### config.mk
export PLATFORM = sky130hd
export DESIGN_NAME = uart_rx
export DESIGN_NICKNAME = d
export VERILOG_FILES = /design/src/rtl/uart_rx.sv
export SDC_FILE = /design/constraint.sdc
export NUM_CORES = 1
export LEC_CHECK = 0
export ABC_AREA = 1
export CORE_MARGIN = 2
export CORE_UTILIZATION = 51
export CTS_CLUSTER_DIAMETER = 30
export CTS_CLUSTER_SIZE = 28
export DETAILED_ROUTE_END_ITERATION = 10
export HOLD_SLACK_MARGIN = 0.05
export PLACE_DENSITY_LB_ADDON = 0.05
export SYNTH_ARGS = -nofsm -noshare
export SYNTH_HDL_FRONTEND = slang
export SYNTH_SLANG_ARGS = --single-unit
### constraint.sdc
create_clock -name clk -period 1.36 [get_ports clk]
set_input_delay 0.408 -clock clk [delete_from_list [all_inputs] [get_ports clk]]
set_output_delay 0.408 -clock clk [all_outputs]
set_load 0.005 [all_outputs]
### src/rtl/uart_rx.sv
// uart_rx: 8N1-style serial receiver, LSB first, with a one-entry
// valid/ready holding register and framing-error / overrun pulses.
module uart_rx #(
  parameter int unsigned CLK_FREQ  = 100000000,
  parameter int unsigned BAUD      = 115200,
  parameter int unsigned DATA_BITS = 8
) (
  input  logic                 clk,
  input  logic                 rst,
  input  logic                 rx_data,
  output logic [DATA_BITS-1:0] rx_byte,
  output logic                 rx_valid,
  input  logic                 rx_ready,
  output logic                 busy,
  output logic                 frame_err,
  output logic                 overrun
);

  localparam int unsigned CLKS_PER_BIT = CLK_FREQ / BAUD;
  localparam int unsigned HALF_BIT     = CLKS_PER_BIT / 2;
  localparam int unsigned CNT_W        = (CLKS_PER_BIT > 1) ? $clog2(CLKS_PER_BIT) : 1;
  localparam int unsigned BIT_W        = $clog2(DATA_BITS + 1);

  localparam logic [CNT_W-1:0] BIT_LAST  = CNT_W'(CLKS_PER_BIT - 1);
  localparam logic [CNT_W-1:0] HALF_LAST = CNT_W'(HALF_BIT - 1);
  localparam logic [BIT_W-1:0] DATA_LAST = BIT_W'(DATA_BITS - 1);

  typedef enum logic [2:0] {
    IDLE      = 3'd0,
    START     = 3'd1,
    DATA      = 3'd2,
    STOP      = 3'd3,
    WAIT_HIGH = 3'd4
  } state_t;

  state_t               state;
  logic                 rx_meta;
  logic                 rx_s;
  logic [CNT_W-1:0]     clk_cnt;
  logic [BIT_W-1:0]     bit_cnt;
  logic [DATA_BITS-1:0] shift;
  logic                 byte_done;

  // Two-flop synchroniser for the asynchronous line; idle level is high.
  always_ff @(posedge clk) begin
    if (rst) begin
      rx_meta <= 1'b1;
      rx_s    <= 1'b1;
    end else begin
      rx_meta <= rx_data;
      rx_s    <= rx_meta;
    end
  end

  // Frame FSM: start-bit validation, centre sampling of data and stop bits.
  always_ff @(posedge clk) begin
    if (rst) begin
      state     <= IDLE;
      clk_cnt   <= '0;
      bit_cnt   <= '0;
      shift     <= '0;
      busy      <= 1'b0;
      frame_err <= 1'b0;
      byte_done <= 1'b0;
    end else begin
      frame_err <= 1'b0;
      byte_done <= 1'b0;
      case (state)
        IDLE: begin
          if (!rx_s) begin
            state   <= START;
            clk_cnt <= '0;
            busy    <= 1'b1;
          end
        end
        START: begin
          if (clk_cnt == HALF_LAST) begin
            clk_cnt <= '0;
            if (!rx_s) begin
              state   <= DATA;
              bit_cnt <= '0;
            end else begin
              state <= IDLE;
              busy  <= 1'b0;
            end
          end else begin
            clk_cnt <= clk_cnt + CNT_W'(1);
          end
        end
        DATA: begin
          if (clk_cnt == BIT_LAST) begin
            clk_cnt <= '0;
            // Shift in from the top so the first (LSB) bit ends at bit 0.
            shift   <= {rx_s, shift[DATA_BITS-1:1]};
            if (bit_cnt == DATA_LAST) begin
              state   <= STOP;
              bit_cnt <= '0;
            end else begin
              bit_cnt <= bit_cnt + BIT_W'(1);
            end
          end else begin
            clk_cnt <= clk_cnt + CNT_W'(1);
          end
        end
        STOP: begin
          if (clk_cnt == BIT_LAST) begin
            clk_cnt <= '0;
            if (rx_s) begin
              state     <= IDLE;
              busy      <= 1'b0;
              byte_done <= 1'b1;
            end else begin
              state     <= WAIT_HIGH;
              frame_err <= 1'b1;
            end
          end else begin
            clk_cnt <= clk_cnt + CNT_W'(1);
          end
        end
        WAIT_HIGH: begin
          // Hold off until the line returns idle so a break is not decoded as zero bytes.
          if (rx_s) begin
            state   <= IDLE;
            clk_cnt <= '0;
            busy    <= 1'b0;
          end
        end
        default: begin
          state   <= IDLE;
          clk_cnt <= '0;
          bit_cnt <= '0;
          busy    <= 1'b0;
        end
      endcase
    end
  end

  // Holding register: load on completion, pop on handshake, flag overrun when full.
  always_ff @(posedge clk) begin
    if (rst) begin
      rx_byte  <= '0;
      rx_valid <= 1'b0;
      overrun  <= 1'b0;
    end else begin
      overrun <= 1'b0;
      if (byte_done) begin
        if (!rx_valid || rx_ready) begin
          rx_byte  <= shift;
          rx_valid <= 1'b1;
        end else begin
          overrun <= 1'b1;
        end
      end else if (rx_valid && rx_ready) begin
        rx_valid <= 1'b0;
      end
    end
  end

endmodule

### After elaboration in Yosys (flattened, before gate mapping)

Cells that the tools add are included.

* register bits: 40
* input port bits: 4
* output and inout bits: 12
* word-level logic and storage cells: 80

* add/subtract/negate cells: 2
* equal/unequal tests: 15
* multiplexer cells: 30
* bitwise logic cells: 5
* reductions and logical operators: 16

Operator list (count)
* 2-to-1 mux 10 bit: 4
* one-hot mux 10 bit (4 select lines): 1
* 2-to-1 mux 3 bit: 7
* 2-to-1 mux 4 bit: 4
* one-hot mux 3 bit (5 select lines): 1
* != test 2 bit, second input constant: 7
* one-hot mux 4 bit (3 select lines): 1
* adder 10 x 1 -> 10 bit, second input constant: 1
* == test 10 bit, second input constant: 1
* == test 10 x 9 -> 1 bit, second input constant: 1
* 2-to-1 mux 1 bit: 10
* AND reduction 2 bit: 4
* AND reduction 4 bit: 2
* == test 3 x 2 -> 1 bit, second input constant: 2
* AND reduction 6 bit: 1
* OR reduction 3 bit: 2
* inverter 1 bit: 5
* one-hot mux 1 bit (5 select lines): 1
* adder 4 x 1 -> 4 bit, second input constant: 1
* == test 4 x 3 -> 1 bit, second input constant: 1
* OR reduction 2 bit: 2
* == test 3 x 1 -> 1 bit, second input constant: 1
* == test 3 bit, second input constant: 1
* zero test 3 bit: 1
* 6 further kinds: 6

### Longest topological paths before layout

Gate-level depths: netlist of the first run.

* word-level depth: 4
* mapped depth: 12
* mapped depth without buffers: 12

### Worst setup path after synthesis of the first run

No wires, ideal clock.

* kind: register -> register
* start point: register clk_cnt[0]
* end point: register shift[5]
* arrival time: 1.296 ns
* setup slack: -0.052 ns
* cell stages (with the launch flop): 10
* buffers on the path: 1
* path through: dfxtp_1 ha_1 nand3_1 nor2_2 nand2_2 inv_1 nand2_2 buf_6 o21ai_1 a21oi_1

* word-level cells in the longest chain between the ends: 2

RTL lines
* start: declaration: line 39 `logic [CNT_W-1:0] clk_cnt;`
* start signal: assignment: line 87 `clk_cnt <= clk_cnt + CNT_W'(1);`
* start signal: assignment: line 102 `clk_cnt <= clk_cnt + CNT_W'(1);`
* start signal: assignment: line 117 `clk_cnt <= clk_cnt + CNT_W'(1);`
* == test 10 bit: line 91 `if (clk_cnt == BIT_LAST) begin`
* AND reduction 2 bit (no line)
* end signal: assignment: line 94 `shift <= {rx_s, shift[DATA_BITS-1:1]};`
* end: declaration: line 41 `logic [DATA_BITS-1:0] shift;`

Every way passes these cells.
A chain may end at the register's enable or synchronous reset.

### Worst setup path in the final report of the first run

* start point: register clk_cnt[1]
* end point: register state[1]

* word-level cells in the longest chain between the ends: 3
* elaborated cells between the ends (all ways): 6
* those cells by class: eq/ne (5); reduce/logical (1)

RTL lines
* == test 10 bit / == test 10 x 9 -> 1 bit (equally long branches): line 91, 106, 77
* != test 2 bit (no line)
* AND reduction 6 bit (no line) (*)
* end signal: assignment: line 96 `state <= STOP;`
* end signal: assignment: line 109 `state <= IDLE;`
* end signal: assignment: line 113 `state <= WAIT_HIGH;`
* end: declaration: line 36 `state_t state;`

Mark *: on every way between the ends. The rest lies on a longest branch, timed or not.

==> out/qor.json, run 1 <==
{
  "run_status": {
    "outcome": "finished with violations",
    "failed_checks": "negative setup slack"
  },
  "layout": {
    "design.final.nets": 331,
    "layout.filler_cells": 280,
    "layout_cell_share_with_drive_strength_beyond_1_pct": 33.6,
    "postLayoutCellArea_mm2": 0.00269,
    "relative_area_change_from_synthesis_to_final_layout_pct": 42.6,
    "antennaDiodeCount": 0,
    "post-route-util_pct": 74.5
  },
  "route": {
    "first_pass_iters": 5,
    "vias_per_cell": 4.98,
    "drc": 0,
    "detail_route.wirelength.met1_um": 2060,
    "detail_route.iter0.violations": 107,
    "met2WireLength_um": 2330,
    "post_drt_wl_per_cell_um": 12.7,
    "vias": 1853,
    "finalWirelength_um": 4720,
    "detailroute.wirelength.met3_um": 172,
    "route.top_layer_used": "met4",
    "route.antenna.remaining_nets": 0
  },
  "global_routing": {
    "grt_pass1_vias": 1839,
    "global_route.usage.total_pct": 24.6,
    "grt_start_max_net_pins": 23,
    "global_route.overflow_total": 0,
    "grt_first_pass_wirelength_um": 8040,
    "initial_antenna_violation_count": 0
  },
  "setup_path": {
    "critPathArrivalTime_ns": 1.70,
    "end_kind": "register",
    "setup.worst_path.class": "reg2reg",
    "worst_setup_path_startpoint": "clk_cnt[1]",
    "critPathMaxFanout": 4,
    "required_time_reported_for_the_critical_path_endpoint_ns": 1.55,
    "critPathLaunchType": "register",
    "regToRegStartpoint": "clk_cnt[1]"
  },
  "synthesis": {
    "synth_async_sr_flop_share_pct": 0,
    "synth_sequential_area_ratio_pct": 42.5,
    "synth_area_mm2": 0.00188,
    "post_synth_edffs": 0,
    "syn_inst": 264,
    "synth.yosys.warnings": 0,
    "ys_seq_elements": 40,
    "synth.lib_cells_used.distinct": 28,
    "synthDominantAreaCellType": "sky130_fd_sc_hd__dfxtp_1",
    "mean_instance_size_in_the_synthesized_netlist_um2": 7.14,
    "synth_area_leaders": "sky130_fd_sc_hd__dfxtp_1, sky130_fd_sc_hd__nand2_1, sky130_fd_sc_hd__nand3_1",
    "synth_nets": 271,
    "synth_top_area_share_pct": 42.5,
    "synth-main-ff-cell": "sky130_fd_sc_hd__dfxtp_1"
  },
  "clocking": {
    "clock_slew_seen_by_the_registers_of_the_worst_setup_and_hold_paths_ns": 0.08,
    "cts-hold-fix-buffers": 0,
    "numClockSinks": 40,
    "cts.path.max_buffers": 2,
    "cts_buffers": 5,
    "clock_latency_ns": 0.29,
    "cts_htree_levels": 2,
    "cts_tree": "yes",
    "cts.root.buffer_cell": "sky130_fd_sc_hd__clkbuf_8"
  },
  "power": {
    "leakage_uw": 0.00126,
    "vdd_ir_drop_max_mv": 0.999,
    "power_per_cell_area_mw_per_mm2": 1830
  },
  "timing": {
    "final_critical_path_setup_slack_ns": -0.150,
    "maxSlewHeadroom_pct": 68.5,
    "setup-violations-final": 19,
    "post-route-period-util_pct": 111,
    "fin_worst_skew_ns": 0.00568,
    "transition_time_at_the_pin_with_the_least_slew_margin_ns": 0.471,
    "max_freq_ghz": 0.662,
    "hold_viol_final": 0,
    "rsz0062_at_grt": "yes",
    "period_needed_ns": 1.51,
    "slew_viol_final": 0
  },
  "placement": {
    "hpwl_um": 2990,
    "placed_cell_area_mm2": 0.00239,
    "place_congestion": 0.870,
    "port-buffer-count": 15
  },
  "floorplan": {
    "chip_height_um": 64.8,
    "io_pins": 16,
    "core_area_mm2": 0.00361,
    "die-width_um": 64.8,
    "rows": 22,
    "fp.dieArea_mm2": 0.00420,
    "start_util_pct": 52.3
  },
  "hold_path": {
    "min_delay_path_class": "reg2reg",
    "holdCritStartpoint": "rx_meta"
  },
  "run": {
    "max_cap_violations": 0
  }
}
[through the flow]
step	total power, uW	worst slack (ns)	hold slack (ns)	TNS [ns]	instances
finish	4910	-0.150	0.414	-1.89	372
CTS	4740	-0.162	0.415	-1.99	372
floorplan	2590	0.0124	0.389	0	264
global route	5200	-0.244	0.422	-4.08	372
detailed placement	3320	-0.141	0.398	-3.19	362
global placement	3300	-0.124	0.396	-2.66	362
[cell type report]
class,instances,area [um2],area share (%)
Sequential cell,40,813,30.3
Timing Repair Buffer,57,467,17.4
Inverter,39,154,5.73
Tap cell,48,60.1,2.24
Clock inverter,2,60.1,2.24
Clock buffer,5,68.8,2.56
Multi-Input combinational cell,181,1060,39.6
[what timing repair did]
item	4_1_cts	5_1_grt
buffers inserted	2	0
endpoints found under the setup margin	38	28
resized for setup	47	19
pin swaps	11	10
gates cloned	1	0
[cells in the mapped netlist (all sizes together) (2+ instances only)]
library cell,count
nand2,54
dfxtp,40
inv,39
nor2,35
nand3,29
a21oi,24
o21ai,22
nor3,4
clkbuf,3
ha,3
buf,2
or2,2
xnor2,2
[worst paths after layout]
check | to | slack, ns | cells after the start
setup reg to reg | state[1] | -0.15 | 11
setup / recovery | state[1] | -0.15 | 11
hold / removal | rx_s | 0.41 | 1
hold reg to reg | rx_s | 0.41 | 1
[routing by layer]
layer / global-route usage [%] / up-vias
li1: - / 963
met1: 29.1 / 837
met2: 42.1 / 38
met3: 6.08 / 15
met4: 10.6 / 0
met5: 0 / -
[placed cells by master, fill, tap and decap left out, types with 2 or more instances in the layout]
cell,Yosys,final
sky130_fd_sc_hd__buf_4,0,40
sky130_fd_sc_hd__nand2_1,44,37
sky130_fd_sc_hd__dfxtp_1,40,34
sky130_fd_sc_hd__inv_1,34,31
sky130_fd_sc_hd__nor2_1,29,24
sky130_fd_sc_hd__nand3_1,27,22
sky130_fd_sc_hd__a21oi_1,24,22
sky130_fd_sc_hd__o21ai_0,20,12
sky130_fd_sc_hd__dlygate4sd2_1,0,12
sky130_fd_sc_hd__nand2_2,8,11
sky130_fd_sc_hd__o21ai_1,2,8
sky130_fd_sc_hd__nor2_2,6,7
sky130_fd_sc_hd__nand2_4,2,7
sky130_fd_sc_hd__inv_2,4,6
sky130_fd_sc_hd__nand3_2,1,6
sky130_fd_sc_hd__clkbuf_8,0,5
sky130_fd_sc_hd__nor2_4,0,4
sky130_fd_sc_hd__dfxtp_2,0,4
sky130_fd_sc_hd__nor3_1,3,3
sky130_fd_sc_hd__clkdlybuf4s50_1,0,3
sky130_fd_sc_hd__o21ai_2,0,2
sky130_fd_sc_hd__xnor2_1,2,2
sky130_fd_sc_hd__a21oi_2,0,2
sky130_fd_sc_hd__or2_2,2,2
sky130_fd_sc_hd__ha_4,0,2
sky130_fd_sc_hd__dfxtp_4,0,2
sky130_fd_sc_hd__bufinv_16,0,2
[kinds of logic after synthesis]
family,share of synthesized area [%]
AND/OR/NAND/NOR,31.7
AO/OA/AOI/OAI,13.0
buffers and inverters,9.36
flip-flops,42.5
XOR/XNOR,1.39
adder cells (fa/ha/maj),1.99
[sequential cells by signal, summed over array words and instances, names as in the netlist]
name	cells
bit_cnt	4
shift	8
busy	1
rx_meta	1
clk_cnt	10
rx_byte	8
overrun	1
rx_valid	1
rx_s	1
state	3
byte_done	1
frame_err	1
[critical path: stages (launching register included)]
cell and delay, ns:
sky130_fd_sc_hd__dfxtp_4 0.37, sky130_fd_sc_hd__inv_2 0.06, sky130_fd_sc_hd__ha_4 0.13, sky130_fd_sc_hd__nand2_2 0.05, sky130_fd_sc_hd__nor2_1 0.08, sky130_fd_sc_hd__nand3_1 0.14, sky130_fd_sc_hd__nand2_4 0.14, sky130_fd_sc_hd__nand2_4 0.08
sky130_fd_sc_hd__nor2_4 0.14, sky130_fd_sc_hd__nand3_2 0.10, sky130_fd_sc_hd__nand2_2 0.10, sky130_fd_sc_hd__nor2_1 0.04
[report_power, final]
| group | internal [uW] | total [uW] | switching (uW) |
|---|---|---|---|
| registers | 1300 | 1410 | 106 |
| clock network | 722 | 1130 | 412 |
| logic | 987 | 2370 | 1380 |
No activity file was read; power rests on OpenSTA's default activity.
==> inputs of run 2 (changes only) <==
--- a/config.mk
+++ b/config.mk
@@ -6,6 +6,7 @@
 export NUM_CORES = 1
 export LEC_CHECK = 0
 export ABC_AREA = 1
+export CAP_MARGIN = 20
 export CORE_MARGIN = 2
 export CORE_UTILIZATION = 51
 export CTS_CLUSTER_DIAMETER = 30
==> results of run 2 <==
No change in the layout: final DEF, timing and power equal those of run 1.
==> inputs of run 3 (changes only) <==
--- a/config.mk
+++ b/config.mk
@@ -5,10 +5,9 @@
 export SDC_FILE = /design/constraint.sdc
 export NUM_CORES = 1
 export LEC_CHECK = 0
-export ABC_AREA = 1
 export CAP_MARGIN = 20
 export CORE_MARGIN = 2
-export CORE_UTILIZATION = 51
+export CORE_UTILIZATION = 45
 export CTS_CLUSTER_DIAMETER = 30
 export CTS_CLUSTER_SIZE = 28
 export DETAILED_ROUTE_END_ITERATION = 10
==> run 3 against run 2 <==
Net effect: the flow still finishes with violations (negative setup slack); sequential power decreased by 15%; maximum frequency down 15%; critical path depth is 6 lower; combinational power fell by 92%; critical path type unchanged.
==> out/qor.json, run 3 <==
{
  "run_status": {
    "outcome": "finished with violations",
    "failed_checks": "negative setup slack"
  },
  "timing": {
    "slew_viol_final": {"value": 0, "change": "unchanged"},
    "post-route-period-util": {"value": 131, "unit": "%", "change": "+20 points"},
    "setup-violations-final": {"value": 28, "change": "+9"},
    "fin_worst_skew": {"value": 0.00263, "unit": "ns", "change": "-0.00305 ns"},
    "final_critical_path_setup_slack": {"value": -0.419, "unit": "ns", "change": "-0.268 ns"},
    "rsz0062_at_grt": "yes",
    "fin_hold_ws": {"value": 0.416, "unit": "ns", "change": "+0.00218 ns"},
    "hold_viol_final": {"value": 0, "change": "unchanged"},
    "period_needed": {"value": 1.78, "unit": "ns", "change": "+0.268 ns"},
    "maxSlewHeadroom": {"value": 68.8, "unit": "%", "change": "+0.32 points"},
    "transition_time_at_the_pin_with_the_least_slew_margin": {"value": 0.466, "unit": "ns", "change": "-0.00471 ns"},
    "max_freq": {"value": 0.562, "unit": "GHz", "change": "-15%"}
  },
  "setup_path": {
    "critPathMaxFanout": {"value": 3, "change": "-1"},
    "number_of_cells_traversed_by_the_worst_register_to_register_path": {"value": 5, "change": "-6"},
    "critPathArrivalTime": {"value": 2.01, "unit": "ns", "change": "+0.31 ns"},
    "end_kind": "register",
    "setup.worst_path.class": "reg2reg",
    "required_time_reported_for_the_critical_path_endpoint": {"value": 1.59, "unit": "ns", "change": "+0.04 ns"},
    "critPathLaunchType": "register"
  },
  "clocking": {
    "cts_htree_levels": {"value": 2, "change": "unchanged"},
    "cts.root.buffer_cell": "sky130_fd_sc_hd__clkbuf_8",
    "cts-hold-fix-buffers": {"value": 0, "change": "unchanged"},
    "numClockSinks": {"value": 40, "change": "unchanged"},
    "clock_slew_seen_by_the_registers_of_the_worst_setup_and_hold_paths": {"value": 0.08, "unit": "ns", "change": "about the same"},
    "clock_latency": {"value": 0.29, "unit": "ns", "change": "about the same"},
    "cts_tree": "yes",
    "cts.path.max_buffers": {"value": 2, "change": "unchanged"},
    "cts_buffers": {"value": 5, "change": "unchanged"}
  },
  "route": {
    "vias_per_cell": {"value": 5.48, "change": "+10%"},
    "finalWirelength": {"value": 4550, "unit": "um", "change": "-3.6%"},
    "drc": {"value": 0, "change": "unchanged"},
    "detail_route.iter0.violations": {"value": 149, "change": "+39%"},
    "post_drt_wl_per_cell": {"value": 14.3, "unit": "um", "change": "+13%"},
    "first_pass_iters": {"value": 4, "change": "-1"},
    "route.antenna.remaining_nets": {"value": 0, "change": "unchanged"},
    "vias": {"value": 1744, "change": "-5.9%"}
  },
  "global_routing": {
    "grt_start_max_net_pins": {"value": 29, "change": "+26%"},
    "initial_antenna_violation_count": {"value": 0, "change": "unchanged"},
    "global_route.overflow_total": {"value": 0, "change": "unchanged"},
    "grt_first_pass_wirelength": {"value": 7560, "unit": "um", "change": "-5.9%"},
    "grt_pass1_vias": {"value": 1718, "change": "-6.6%"},
    "global_route.usage.total": {"value": 21.7, "unit": "%", "change": "-2.9 points"}
  },
  "placement": {
    "hpwl": {"value": 3240, "unit": "um", "change": "+8.1%"},
    "place_congestion": {"value": 0.923, "change": "+6.1%"},
    "placement.setup.worst_slack": {"value": -0.459, "unit": "ns", "change": "-0.318 ns"},
    "port-buffer-count": {"value": 15, "change": "unchanged"}
  },
  "synthesis": {
    "synth_sequential_area_ratio": {"value": 43.3, "unit": "%", "change": "+0.83 points"},
    "synth-main-ff-cell": "sky130_fd_sc_hd__dfxtp_1",
    "synth_top_cells_by_count": "sky130_fd_sc_hd__dfxtp_1, sky130_fd_sc_hd__nor2_1, sky130_fd_sc_hd__mux2i_1",
    "synth.lib_cells_used.distinct": {"value": 41, "change": "+46%"},
    "mean_instance_size_in_the_synthesized_netlist": {"value": 8.84, "unit": "um2", "change": "+24%"},
    "synth_async_sr_flop_share": {"value": 0, "unit": "%", "change": "unchanged"},
    "synth_area_leaders": "sky130_fd_sc_hd__dfxtp_1, sky130_fd_sc_hd__mux2i_1, sky130_fd_sc_hd__nor2_1",
    "synth_nets": {"value": 216, "change": "-20%"},
    "synth_top_area_share": {"value": 43.3, "unit": "%", "change": "+0.83 points"},
    "synth_area": {"value": 0.00185, "unit": "mm2", "change": "-1.9%"},
    "syn_inst": {"value": 209, "change": "-21%"},
    "synth.yosys.warnings": {"value": 0, "change": "unchanged"},
    "most_frequently_used_cell_type_in_the_post_synthesis_netlist": "sky130_fd_sc_hd__dfxtp_1",
    "ys_seq_elements": {"value": 40, "change": "unchanged"},
    "synthDominantAreaCellType": "sky130_fd_sc_hd__dfxtp_1",
    "post_synth_edffs": {"value": 0, "change": "unchanged"}
  },
  "power": {
    "net-switching-power": {"value": 556, "unit": "uW", "change": "-71%"},
    "seqPwrFrac": {"value": 50.4, "unit": "%", "change": "+22 points"},
    "cell_internal_pwr": {"value": 1820, "unit": "uW", "change": "-40%"},
    "p_sw_share": {"value": 23.4, "unit": "%", "change": "-15 points"},
    "vdd_ir_drop_max": {"value": 0.571, "unit": "mV", "change": "-43%"},
    "leakage": {"value": 0.00120, "unit": "uW", "change": "-4.8%"},
    "comb_power_share": {"value": 7.8, "unit": "%", "change": "-41 points"},
    "share_clk_of_total_power": {"value": 41.8, "unit": "%", "change": "+19 points"},
    "power_per_cell_area": {"value": 883, "unit": "mW/mm2", "change": "-52%"}
  },
  "layout": {
    "layout_cell_share_with_drive_strength_beyond_1": {"value": 35.1, "unit": "%", "change": "+1.4 points"},
    "largest_register_ffs": {"value": 10, "change": "unchanged"},
    "relative_area_change_from_synthesis_to_final_layout_pct": 45.5,
    "design.final.nets": {"value": 274, "change": "-17%"},
    "leading_cell_types_in_the_layout_fill_and_taps_excluded": "sky130_fd_sc_hd__buf_4, sky130_fd_sc_hd__dfxtp_1, sky130_fd_sc_hd__nor2_1, sky130_fd_sc_hd__mux2i_1, sky130_fd_sc_hd__nand3_1",
    "post-route-util": {"value": 67.7, "unit": "%", "change": "-6.8 points"},
    "largest_registers": "clk_cnt x10, rx_byte x8, shift x8",
    "max_flop_register": "clk_cnt",
    "final_common_cell": "sky130_fd_sc_hd__buf_4",
    "antennaDiodeCount": {"value": 0, "change": "unchanged"}
  },
  "hold_path": {
    "hold_path_depth": {"value": 1, "change": "unchanged"},
    "min_delay_path_class": "reg2reg"
  },
  "floorplan": {
    "io_pins": {"value": 16, "change": "unchanged"},
    "rows": {"value": 23, "change": "+4.5%"},
    "die-width": {"value": 68.1, "unit": "um", "change": "+5.1%"},
    "fp.dieArea": {"value": 0.00464, "unit": "mm2", "change": "+10%"},
    "chip_height": {"value": 68.1, "unit": "um", "change": "+5.1%"},
    "start_util": {"value": 46.5, "unit": "%", "change": "-5.7 points"},
    "core_area": {"value": 0.00397, "unit": "mm2", "change": "+10%"}
  },
  "run": {
    "max_cap_violations": {"value": 0, "change": "unchanged"}
  }
}
-- run 3: final timing paths --
path / start / to / slack, ns
max: clk_cnt[8] / state[1] / -0.42
min: rx_meta / rx_s / 0.42
max reg2reg: clk_cnt[8] / state[1] / -0.42
min reg2reg: rx_meta / rx_s / 0.42
-- run 3: area by class of cell --
class	count	area [um2]
clock buffer	5	68.8
clock inverter	3	47.5
fill	313	1280
inverter	7	26.3
multi-input combinational	152	1150
sequential	40	826
tap	50	62.6
timing repair buffer	61	503
-- run 3: per-layer routing --
metal  up-vias  global-route usage (%)  part of all wire, %
met2        35                    37.9                   52
li1        866                       -                    -
met5         -                       0                    0
met1       837                    26.2                   43
met3         6                    5.59                  4.1
met4         0                    6.50                  1.3
-- run 3: power by group through the flow --
stage | logic (uW) | registers [uW] | clock network, uW
6_report | 186 | 1200 | 992
5_1_grt | 203 | 1200 | 1070
4_1_cts | 183 | 1190 | 1020
3_5_place_dp | 183 | 1220 | 0
3_3_place_gp | 179 | 1220 | 0
2_1_floorplan | 106 | 1220 | 0
-- run 3: cells by family (layout without fill, tap and decap cells) --
logic type / count (synthesis) / count (layout) / share of synthesized area, %
AND/OR/NAND/NOR: 97 / 97 / 28.8
flip-flops: 40 / 40 / 43.3
AO/OA/AOI/OAI: 33 / 33 / 12.1
multiplexers: 18 / 18 / 9.75
buffers and inverters: 17 / 76 / 3.45
adder cells (fa/ha/maj): 3 / 3 / 2.03
XOR/XNOR: 1 / 1 / 0.474
-- run 3: worst max-delay path: stages (launching register included) --
cell	delay (ns)
sky130_fd_sc_hd__dfxtp_2	0.34
sky130_fd_sc_hd__or3b_4	0.42
sky130_fd_sc_hd__nor3_4	0.21
sky130_fd_sc_hd__o32ai_4	0.13
sky130_fd_sc_hd__or4b_1	0.48
sky130_fd_sc_hd__a21oi_1	0.14
-- run 3: metrics by stage --
step / instance area [um2] / total power (uW) / setup TNS, ns / cells
3_5_place_dp: 2450 / 1410 / -12.23 / 306
4_1_cts: 2670 / 2400 / -8.13 / 317
5_1_grt: 2690 / 2470 / -10.20 / 318
3_3_place_gp: 2450 / 1400 / -10.60 / 306
6_report: 2690 / 2370 / -7.99 / 318
2_1_floorplan: 1950 / 1330 / -6.05 / 209
-- run 3: repair_timing --
action	4_1_cts	5_1_grt
setup endpoints to repair	40	28
resized for setup	37	4
pin swaps	10	3
setup buffers	4	1
